## src/rtl/pattern_response_misr_if.sv

```systemverilog
// Response-compaction bus: the harness drives run control, response samples and
// the golden signature; the MISR reports run status, signature and sample count.
interface pattern_response_misr_if #(
  parameter int WIDTH = 9,
  parameter int CNT_W = 7
);
  logic             start;
  logic             abort;
  logic             resp_valid;
  logic [WIDTH-1:0] resp_in;
  logic [WIDTH-1:0] golden;
  logic             busy;
  logic             done;
  logic             pass;
  logic [WIDTH-1:0] signature;
  logic [CNT_W-1:0] sample_cnt;

  modport master (
    output start, abort, resp_valid, resp_in, golden,
    input  busy, done, pass, signature, sample_cnt
  );

  modport slave (
    input  start, abort, resp_valid, resp_in, golden,
    output busy, done, pass, signature, sample_cnt
  );
endinterface

```

## src/rtl/pattern_response_misr.sv

```systemverilog
// Response compaction for the pattern stage: folds WINDOW valid response
// vectors into a Galois MISR, then compares the signature against golden.
// All outputs come straight from flops.
module pattern_response_misr #(
  parameter int               WIDTH  = 9,
  parameter int               WINDOW = 64,
  parameter int               CNT_W  = 7,
  parameter logic [WIDTH-1:0] POLY   = 9'h011,
  parameter logic [WIDTH-1:0] SEED   = 9'h000
) (
  input logic                     blif_clk_net,
  input logic                     blif_reset_net,
  pattern_response_misr_if.slave  bus
);

  typedef enum logic [1:0] {
    ST_IDLE = 2'd0,
    ST_RUN  = 2'd1,
    ST_DONE = 2'd2
  } state_t;

  localparam logic [CNT_W-1:0] LAST_CNT = CNT_W'(WINDOW - 1);
  localparam logic [CNT_W-1:0] CNT_ONE  = CNT_W'(1);
  localparam logic [CNT_W-1:0] CNT_ZERO = {CNT_W{1'b0}};

  // One Galois MISR step: shift up, fold the dropped MSB back through POLY,
  // then XOR in the new response vector.
  function automatic logic [WIDTH-1:0] misr_step(
    input logic [WIDTH-1:0] sig,
    input logic [WIDTH-1:0] din
  );
    logic [WIDTH-1:0] fb;
    fb = sig[WIDTH-1] ? POLY : {WIDTH{1'b0}};
    misr_step = {sig[WIDTH-2:0], 1'b0} ^ fb ^ din;
  endfunction

  state_t           state_r;
  state_t           state_next_s;
  logic [WIDTH-1:0] sig_r;
  logic [WIDTH-1:0] sig_next_s;
  logic [WIDTH-1:0] sig_step_s;
  logic [CNT_W-1:0] cnt_r;
  logic [CNT_W-1:0] cnt_next_s;
  logic             pass_r;
  logic             pass_next_s;
  logic             busy_r;
  logic             done_r;

  assign sig_step_s = misr_step(sig_r, bus.resp_in);

  // Next-state and datapath update; abort outranks both sampling and restart.
  always_comb begin
    state_next_s = state_r;
    sig_next_s   = sig_r;
    cnt_next_s   = cnt_r;
    pass_next_s  = pass_r;
    case (state_r)
      ST_IDLE: begin
        if (bus.start && !bus.abort) begin
          state_next_s = ST_RUN;
          sig_next_s   = SEED;
          cnt_next_s   = CNT_ZERO;
          pass_next_s  = 1'b0;
        end else begin
          state_next_s = ST_IDLE;
        end
      end
      ST_RUN: begin
        if (bus.abort) begin
          // Run discarded: signature and count stay visible for debug.
          state_next_s = ST_IDLE;
          pass_next_s  = 1'b0;
        end else if (bus.resp_valid) begin
          sig_next_s = sig_step_s;
          cnt_next_s = cnt_r + CNT_ONE;
          if (cnt_r == LAST_CNT) begin
            state_next_s = ST_DONE;
            pass_next_s  = (sig_step_s == bus.golden);
          end else begin
            state_next_s = ST_RUN;
          end
        end else begin
          state_next_s = ST_RUN;
        end
      end
      ST_DONE: begin
        if (bus.abort) begin
          state_next_s = ST_IDLE;
          pass_next_s  = 1'b0;
        end else if (bus.start) begin
          state_next_s = ST_RUN;
          sig_next_s   = SEED;
          cnt_next_s   = CNT_ZERO;
          pass_next_s  = 1'b0;
        end else begin
          state_next_s = ST_DONE;
        end
      end
      default: begin
        // Unused encoding recovers to a clean idle.
        state_next_s = ST_IDLE;
        sig_next_s   = SEED;
        cnt_next_s   = CNT_ZERO;
        pass_next_s  = 1'b0;
      end
    endcase
  end

  // State, datapath and status flops; status flags are decoded from the next state
  // so busy/done line up with the state they describe.
  always_ff @(posedge blif_clk_net or negedge blif_reset_net) begin
    if (!blif_reset_net) begin
      state_r <= ST_IDLE;
      sig_r   <= SEED;
      cnt_r   <= CNT_ZERO;
      pass_r  <= 1'b0;
      busy_r  <= 1'b0;
      done_r  <= 1'b0;
    end else begin
      state_r <= state_next_s;
      sig_r   <= sig_next_s;
      cnt_r   <= cnt_next_s;
      pass_r  <= pass_next_s;
      busy_r  <= (state_next_s == ST_RUN);
      done_r  <= (state_next_s == ST_DONE);
    end
  end

  assign bus.busy       = busy_r;
  assign bus.done       = done_r;
  assign bus.pass       = pass_r;
  assign bus.signature  = sig_r;
  assign bus.sample_cnt = cnt_r;

endmodule

```

## src/flat_wrapper.sv

```systemverilog
// flat-port wrapper written by rule: the top's interface ports become plain ports
module pattern_response_misr_flat 
#(
  parameter int               WIDTH  = 9,
  parameter int               WINDOW = 64,
  parameter int               CNT_W  = 7,
  parameter logic [WIDTH-1:0] POLY   = 9'h011,
  parameter logic [WIDTH-1:0] SEED   = 9'h000
)
  (blif_clk_net, blif_reset_net, bus_start, bus_abort, bus_resp_valid, bus_resp_in, bus_golden, bus_busy, bus_done, bus_pass, bus_signature, bus_sample_cnt);
  pattern_response_misr_if #(.WIDTH(WIDTH), .CNT_W(CNT_W)) bus_i ();
  input logic blif_clk_net;
  input logic blif_reset_net;
  input wire logic [$bits(bus_i.start)-1:0] bus_start;
  input wire logic [$bits(bus_i.abort)-1:0] bus_abort;
  input wire logic [$bits(bus_i.resp_valid)-1:0] bus_resp_valid;
  input wire logic [$bits(bus_i.resp_in)-1:0] bus_resp_in;
  input wire logic [$bits(bus_i.golden)-1:0] bus_golden;
  output wire logic [$bits(bus_i.busy)-1:0] bus_busy;
  output wire logic [$bits(bus_i.done)-1:0] bus_done;
  output wire logic [$bits(bus_i.pass)-1:0] bus_pass;
  output wire logic [$bits(bus_i.signature)-1:0] bus_signature;
  output wire logic [$bits(bus_i.sample_cnt)-1:0] bus_sample_cnt;
  assign bus_i.start = bus_start;
  assign bus_i.abort = bus_abort;
  assign bus_i.resp_valid = bus_resp_valid;
  assign bus_i.resp_in = bus_resp_in;
  assign bus_i.golden = bus_golden;
  assign bus_busy = bus_i.busy;
  assign bus_done = bus_i.done;
  assign bus_pass = bus_i.pass;
  assign bus_signature = bus_i.signature;
  assign bus_sample_cnt = bus_i.sample_cnt;
  pattern_response_misr #(.WIDTH(WIDTH), .WINDOW(WINDOW), .CNT_W(CNT_W), .POLY(POLY), .SEED(SEED)) u_core (.blif_clk_net(blif_clk_net), .blif_reset_net(blif_reset_net), .bus(bus_i));
endmodule
```

## config.mk

```make
export PLATFORM = sky130hd
export DESIGN_NAME = pattern_response_misr_flat
export DESIGN_NICKNAME = d
export VERILOG_FILES = /design/src/rtl/pattern_response_misr_if.sv /design/src/rtl/pattern_response_misr.sv /design/src/flat_wrapper.sv
export SDC_FILE = /design/constraint.sdc
export NUM_CORES = 1
export LEC_CHECK = 0
export ABC_AREA = 0
export CAP_MARGIN = 30
export CORE_MARGIN = 4
export CORE_UTILIZATION = 43
export DETAILED_ROUTE_END_ITERATION = 10
export PLACE_DENSITY_LB_ADDON = 0.12
export SLEW_MARGIN = 20
export SYNTH_ARGS = -nofsm -noshare
export SYNTH_HDL_FRONTEND = slang
export SYNTH_SLANG_ARGS = --single-unit
```

## constraint.sdc

```tcl
create_clock -name blif_clk_net -period 2.2 [get_ports blif_clk_net]
set_input_delay 0.44 -clock blif_clk_net [delete_from_list [all_inputs] [get_ports blif_clk_net]]
set_output_delay 0.44 -clock blif_clk_net [all_outputs]
set_load 0.02 [all_outputs]
```

==> out/metrics.csv, run 1 <==
metric;value;unit
R2R cell count;5;
TritonCTS Sinks;21;
worst reg-to-reg setup slack;0.37;ns
post-CTS sizing;0;
mapped cell area;0.001140;sq mm
hold crit path type;input pin to asynchronous set/reset pin;
worst slew pin tran;0.3440;ns
setup bufs post-CTS;0;
sequential area share after synthesis;46.10;%
final setup TNS;0;ns
port bufs;41;
most frequent cells in the layout;clkdlybuf4s50_1, dfrtp_1, a22o_1;
Initial DRT Pass Iterations;4;
Net Sw Frac;30.01;%
final hold viol count;0;
outcome;complete, no violations;
post-layout util;65.42;%
Worst Setup SP;u_core.bus.signature[8];
Skew-Pair Late Insertion Delay;0.31;ns
Die Wd;59.49;um
Critical R2R Capture;u_core.bus.done;
Overflow after GRT;0;
data required time of the critical path;1.76;ns
share of layout cells above drive strength 1;10.07;%
clock skew;0.008253;ns
critical-path cell list;clkdlybuf4s50_1;
vias in the first global route;984;
clock transition at the registers of the reported paths;0.12;ns
Synthesized Nets;127;
unrepaired setup endpoints after global routing;no;
Hold Buf Count CTS;0;
via count;980;
largest net degree at the start of global routing;22;
Clock Root Buffer;clkbuf_4;
WL final;2597;um
net switching power;0.0002776;W
H-tree lvl count;1;
ranking of synthesized cells by area;dfrtp_1, a22o_1, xnor2_1;
Critical Path Stages;1;
post-DP HPWL;1960;um
worst vdd ir;0.4350;mV
most common cell after layout, fill and taps aside;clkdlybuf4s50_1;
core area;0.002500;sq mm
fill count;207;
delay-heaviest family, CP;buffers and inverters;
ANT cells;0;
post-route clock period utilization;84.80;%
crit-path max cell delay;0.65;ns
Sequential Power Share;48.2;%
Worst Setup EP;bus_signature[8];
kind of critical path;flip-flop to primary output;
starting density of the core;45.60;%
leak pwr;0.6822;nW
synthesis-to-finish area growth;43.47;%
Critical Path Fanout Max;5;
drt wl/cell;14.51;um
placer congestion estimate;0.8611;
internal power;0.0006474;W
post-synth top area cell;dfrtp_1;
CP max stage cell;clkdlybuf4s50_1;
post-route minimum period;1.866;ns
PD cells;565.6;mW/mm^2
Avg Vias per Cell;5.475;
Rel. slew slack;77.02;%
antenna violations before repair;0;
CP Capture Type;primary output;
GRT Total Usage;16.15;%
Synth warnings;0;
Reg2Reg Launch Point;u_core.bus.sample_cnt[0];
drt drc;0;
final net count;174;
TritonCTS Buffers;3;
clk buf depth;2;
global-route wire length before repair;4367;um
Syn Inst Count;103;
Die H;59.49;um
final slew viol count;0;
Clock power frac;20.2;%
share of the synthesized area in the top cell type;46.10;%
CP arrival;1.43;ns
critical path launch point type;flip-flop;
CP bufs+invs;1;
I/O pin count;42;
Mapped Avg Cell Area;11.07;sq um
CTS tree;done;
Site Rows;18;
# setup viols final;0;
DRT iter0 DRCs;23;
Die ar.;0.003538;sq mm
Logic pwr share;31.5;%
max_cap viols;0;
Synth Register Bits;21;
max frequency;536.0;MHz
ANT nets after route;0;
Distinct cells, synth;35;
==> registers in the layout (all words and copies together), names as in the netlist <==
register               count
u_core.bus.done            1
u_core.bus.pass            1
u_core.state_r             2
u_core.bus.sample_cnt      7
u_core.bus.signature       9
u_core.bus.busy            1
==> cells in the mapped netlist <==
cell type and n:
o21ai_0 5, o31ai_1 3, xor2_1 8, a21oi_1 9, nand3b_1 1, nor3b_1 1
or4_4 1, nand3_2 1, mux2i_1 1, nor2_1 1, ha_1 1, nand4_1 2
a22o_1 10, clkbuf_1 2, and2_1 1, buf_4 1, xor3_1 1, or3b_1 1
or3_1 3, or4_1 1, o41a_1 1, o21a_1 1, nand2b_1 1, or3_2 1
nand2_1 5, inv_1 2, dfrtp_1 21, nand3_1 1, mux2_2 1, or4_2 1
xnor2_1 9, a211oi_1 1, buf_2 2, nor2b_1 1, xnor3_1 1
==> area by class of cell <==
cell class	instances	area [sq um]	area share, %
clock buffer	3	22.52	1.377
clock inverter	1	5.005	0.3060
inverter	2	7.507	0.4591
multi-input combinational	75	581.8	35.58
sequential	21	525.5	32.13
tap	30	37.54	2.295
timing repair buffer	47	455.4	27.85
==> worst min-delay path by stage <==
stage / from / end / depth (start not counted)
after floorplan: blif_reset_net / u_core.bus.busy / 0
after global placement: u_core.bus.pass / u_core.bus.pass / 2
after detailed placement: u_core.bus.pass / u_core.bus.pass / 2
after CTS: blif_reset_net / u_core.state_r[1] / 2
after global routing: blif_reset_net / u_core.state_r[1] / 2
final: blif_reset_net / u_core.state_r[1] / 2
==> through the flow <==
stage	hold slack [ns]	power, W	worst slack (ns)	std cells	instance area [sq um]
after floorplan	0.1444	0.0006100	0.3464	103	1140
after global placement	0.5042	0.0007424	0.1256	175	1608
after detailed placement	0.5220	0.0007473	0.09827	175	1608
after CTS	0.4616	0.0009437	0.2956	179	1635
after global routing	0.4730	0.0009780	0.2577	179	1635
final	0.4584	0.0009250	0.3344	179	1635
==> power groups by stage <==
stage | clock (W) | sequential [W] | combinational [W]
CTS | 0.000201 | 0.000447 | 0.000296
floorplan | 0 | 0.000481 | 0.000129
global route | 0.000210 | 0.000452 | 0.000316
global placement | 0 | 0.000454 | 0.000289
detailed placement | 0 | 0.000453 | 0.000294
finish | 0.000187 | 0.000446 | 0.000292
==> cell families after synthesis <==
kind of cell	count (synthesis)	synth area share (%)
AO/OA/AOI/OAI	30	18.11
AND/OR/NAND/NOR	23	12.84
flip-flops	21	46.10
XOR/XNOR	19	17.12
buffers and inverters	7	2.855
multiplexers	2	1.866
adder cells (fa/ha/maj)	1	1.098
==> metal layers <==
| layer | part of all wire, % | track usage [%] | vias up |
|---|---|---|---|
| met5 | 0 | 0 | - |
| met4 | 1.8 | 6.796 | 0 |
| met3 | 6.1 | 3.486 | 5 |
| met2 | 49 | 26.21 | 31 |
| met1 | 43 | 20.60 | 477 |
| li1 | - | - | 467 |
Power figures use the tool's default switching activity.
==> inputs of run 2 (changes only) <==
- CORE_UTILIZATION: 43 -> 39
- clock period: 2.2 -> 1.7 ns (I/O delays scaled with it)
==> run 2 against run 1 <==
The run now ends with negative setup slack left. Cell area up 7.6%. Clock power increased by 28%. First-iteration DRC count grew 78%. Utilization fell by 2.2 points. Die area up 8.8%. Via count increased by 2.7%. Non-clock buffer count up 8. Critical path type is now flip-flop to flip-flop.
==> out/metrics.csv, run 2 (synthesis results as in run 1) <==
metric;value;unit
post-route minimum period;1.714;ns
post-DP HPWL;2054;um
drt drc;0;
post-route clock period utilization;100.8;%
WL final;2700;um
share of layout cells above drive strength 1;18.47;%
worst slew pin tran;0.3877;ns
delay-heaviest family, CP;simple AND/OR/NAND/NOR gates;
Avg Vias per Cell;5.351;
I/O pin count;42;
clk buf depth;2;
final hold viol count;0;
critical-path cell list;ha_4 -> nand3_4 -> or4_4 -> or3b_4 -> a21oi_2;
Overflow after GRT;0;
# setup viols final;2;
Initial DRT Pass Iterations;4;
Rel. slew slack;74.10;%
final net count;182;
Final WS setup;-0.01430;ns
unrepaired setup endpoints after global routing;yes;
Die Wd;62.06;um
CP arrival;1.95;ns
port bufs;41;
max_cap viols;0;
crit-path max cell delay;0.50;ns
Largest register FFs;9;
CP max stage cell;or4_4;
Site Rows;19;
hold crit path type;input pin to asynchronous set/reset pin;
largest net degree at the start of global routing;22;
clock skew;0.001764;ns
starting density of the core;40.98;%
synthesis-to-finish area growth;54.34;%
CTS tree;done;
DRT iter0 DRCs;41;
leak pwr;0.9028;nW
worst vdd ir;0.4981;mV
post-layout util;63.25;%
GRT Total Usage;15.27;%
final setup TNS;-0.02703;ns
max frequency;583.3;MHz
global-route wire length before repair;4402;um
critical path launch point type;flip-flop;
TritonCTS Sinks;21;
CP bufs+invs;0;
violated checks;negative setup slack;
drt wl/cell;14.36;um
most frequent cells in the layout;clkdlybuf4s50_1, dfrtp_1, buf_4;
Die H;62.06;um
via count;1006;
setup bufs post-CTS;0;
data required time of the critical path;1.93;ns
PD cells;689.1;mW/mm^2
most common cell after layout, fill and taps aside;clkdlybuf4s50_1;
outcome;finished with violations;
kind of critical path;flip-flop to flip-flop;
ANT cells;0;
final slew viol count;0;
core area;0.002781;sq mm
Critical Path Fanout Max;3;
antenna violations before repair;0;
vias in the first global route;1040;
Skew-Pair Late Insertion Delay;0.30;ns
ANT nets after route;0;
CP Capture Type;flip-flop;
Die ar.;0.003851;sq mm
H-tree lvl count;1;
clock transition at the registers of the reported paths;0.11;ns
Clock Root Buffer;clkbuf_4;
placer congestion estimate;0.8023;
TritonCTS Buffers;3;
[run 2: cell types whose count changed in the layout (fill, tap and decap cells not counted), sizes merged]
cell,before,now
dlygate4sd2,0,7
clkdlybuf4s50,41,25
dlymetal6s2s,0,9
clkbuf,3,4
clkinv,1,0
buf,6,14
[run 2: final cells by class]
type	instances	area [sq um]
Sequential cell	21	528.0
Multi-Input combinational cell	75	616.8
Inverter	2	7.507
Clock buffer	4	26.28
Tap cell	31	38.79
Fill cell	241	1022
Timing Repair Buffer	55	541.8
[run 2: power breakdown]
part	switching [W]	leakage (nW)	internal (W)
Sequential	0.0000419	0.282	0.000537
Combinational	0.000173	0.605	0.000221
Clock	0.000148	0.0150	0.0000913
[run 2: repair_timing]
item | 4_1_cts | 5_1_grt
resized for setup | 10 | 11
endpoints found under the setup margin | 9 | 13
cloned | 0 | 0
hold buffers | 0 | 0
[run 2: final timing paths]
| path | from | end | slack [ns] | cells past startpoint |
|---|---|---|---|---|
| max | u_core.bus.sample_cnt[1] | u_core.bus.done | -0.01 | 5 |
| min | blif_reset_net | u_core.bus.sample_cnt[5] | 0.38 | 2 |
| max reg2reg | u_core.bus.sample_cnt[1] | u_core.bus.done | -0.01 | 5 |
| min reg2reg | u_core.bus.pass | u_core.bus.pass | 0.56 | 2 |
| max in group asynchronous | blif_reset_net | u_core.bus.sample_cnt[1] | 1.08 | 2 |
| min in group blif_clk_net | u_core.bus.pass | u_core.bus.pass | 0.56 | 2 |
[run 2: stage by stage]
step	instance area [sq um]	cells	hold WS (ns)	setup slack [ns]	total power (W)
2_1_floorplan	1155	103	0.04441	-0.05301	0.0007948
3_3_place_gp	1697	184	0.5142	-0.2800	0.0009891
3_5_place_dp	1697	184	0.5299	-0.3460	0.0009946
4_1_cts	1728	188	0.3815	-0.03368	0.001228
5_1_grt	1759	188	0.4036	-0.08271	0.001280
6_report	1759	188	0.3785	-0.01430	0.001212
[run 2: routing by layer]
| layer | share of wire (%) | vias up | track usage, % |
|---|---|---|---|
| met3 | 5.6 | 4 | 3.306 |
| li1 | - | 485 | - |
| met1 | 44 | 486 | 20.31 |
| met2 | 49 | 31 | 24.70 |
| met4 | 1.1 | 0 | 4.848 |
| met5 | 0 | - | 0 |
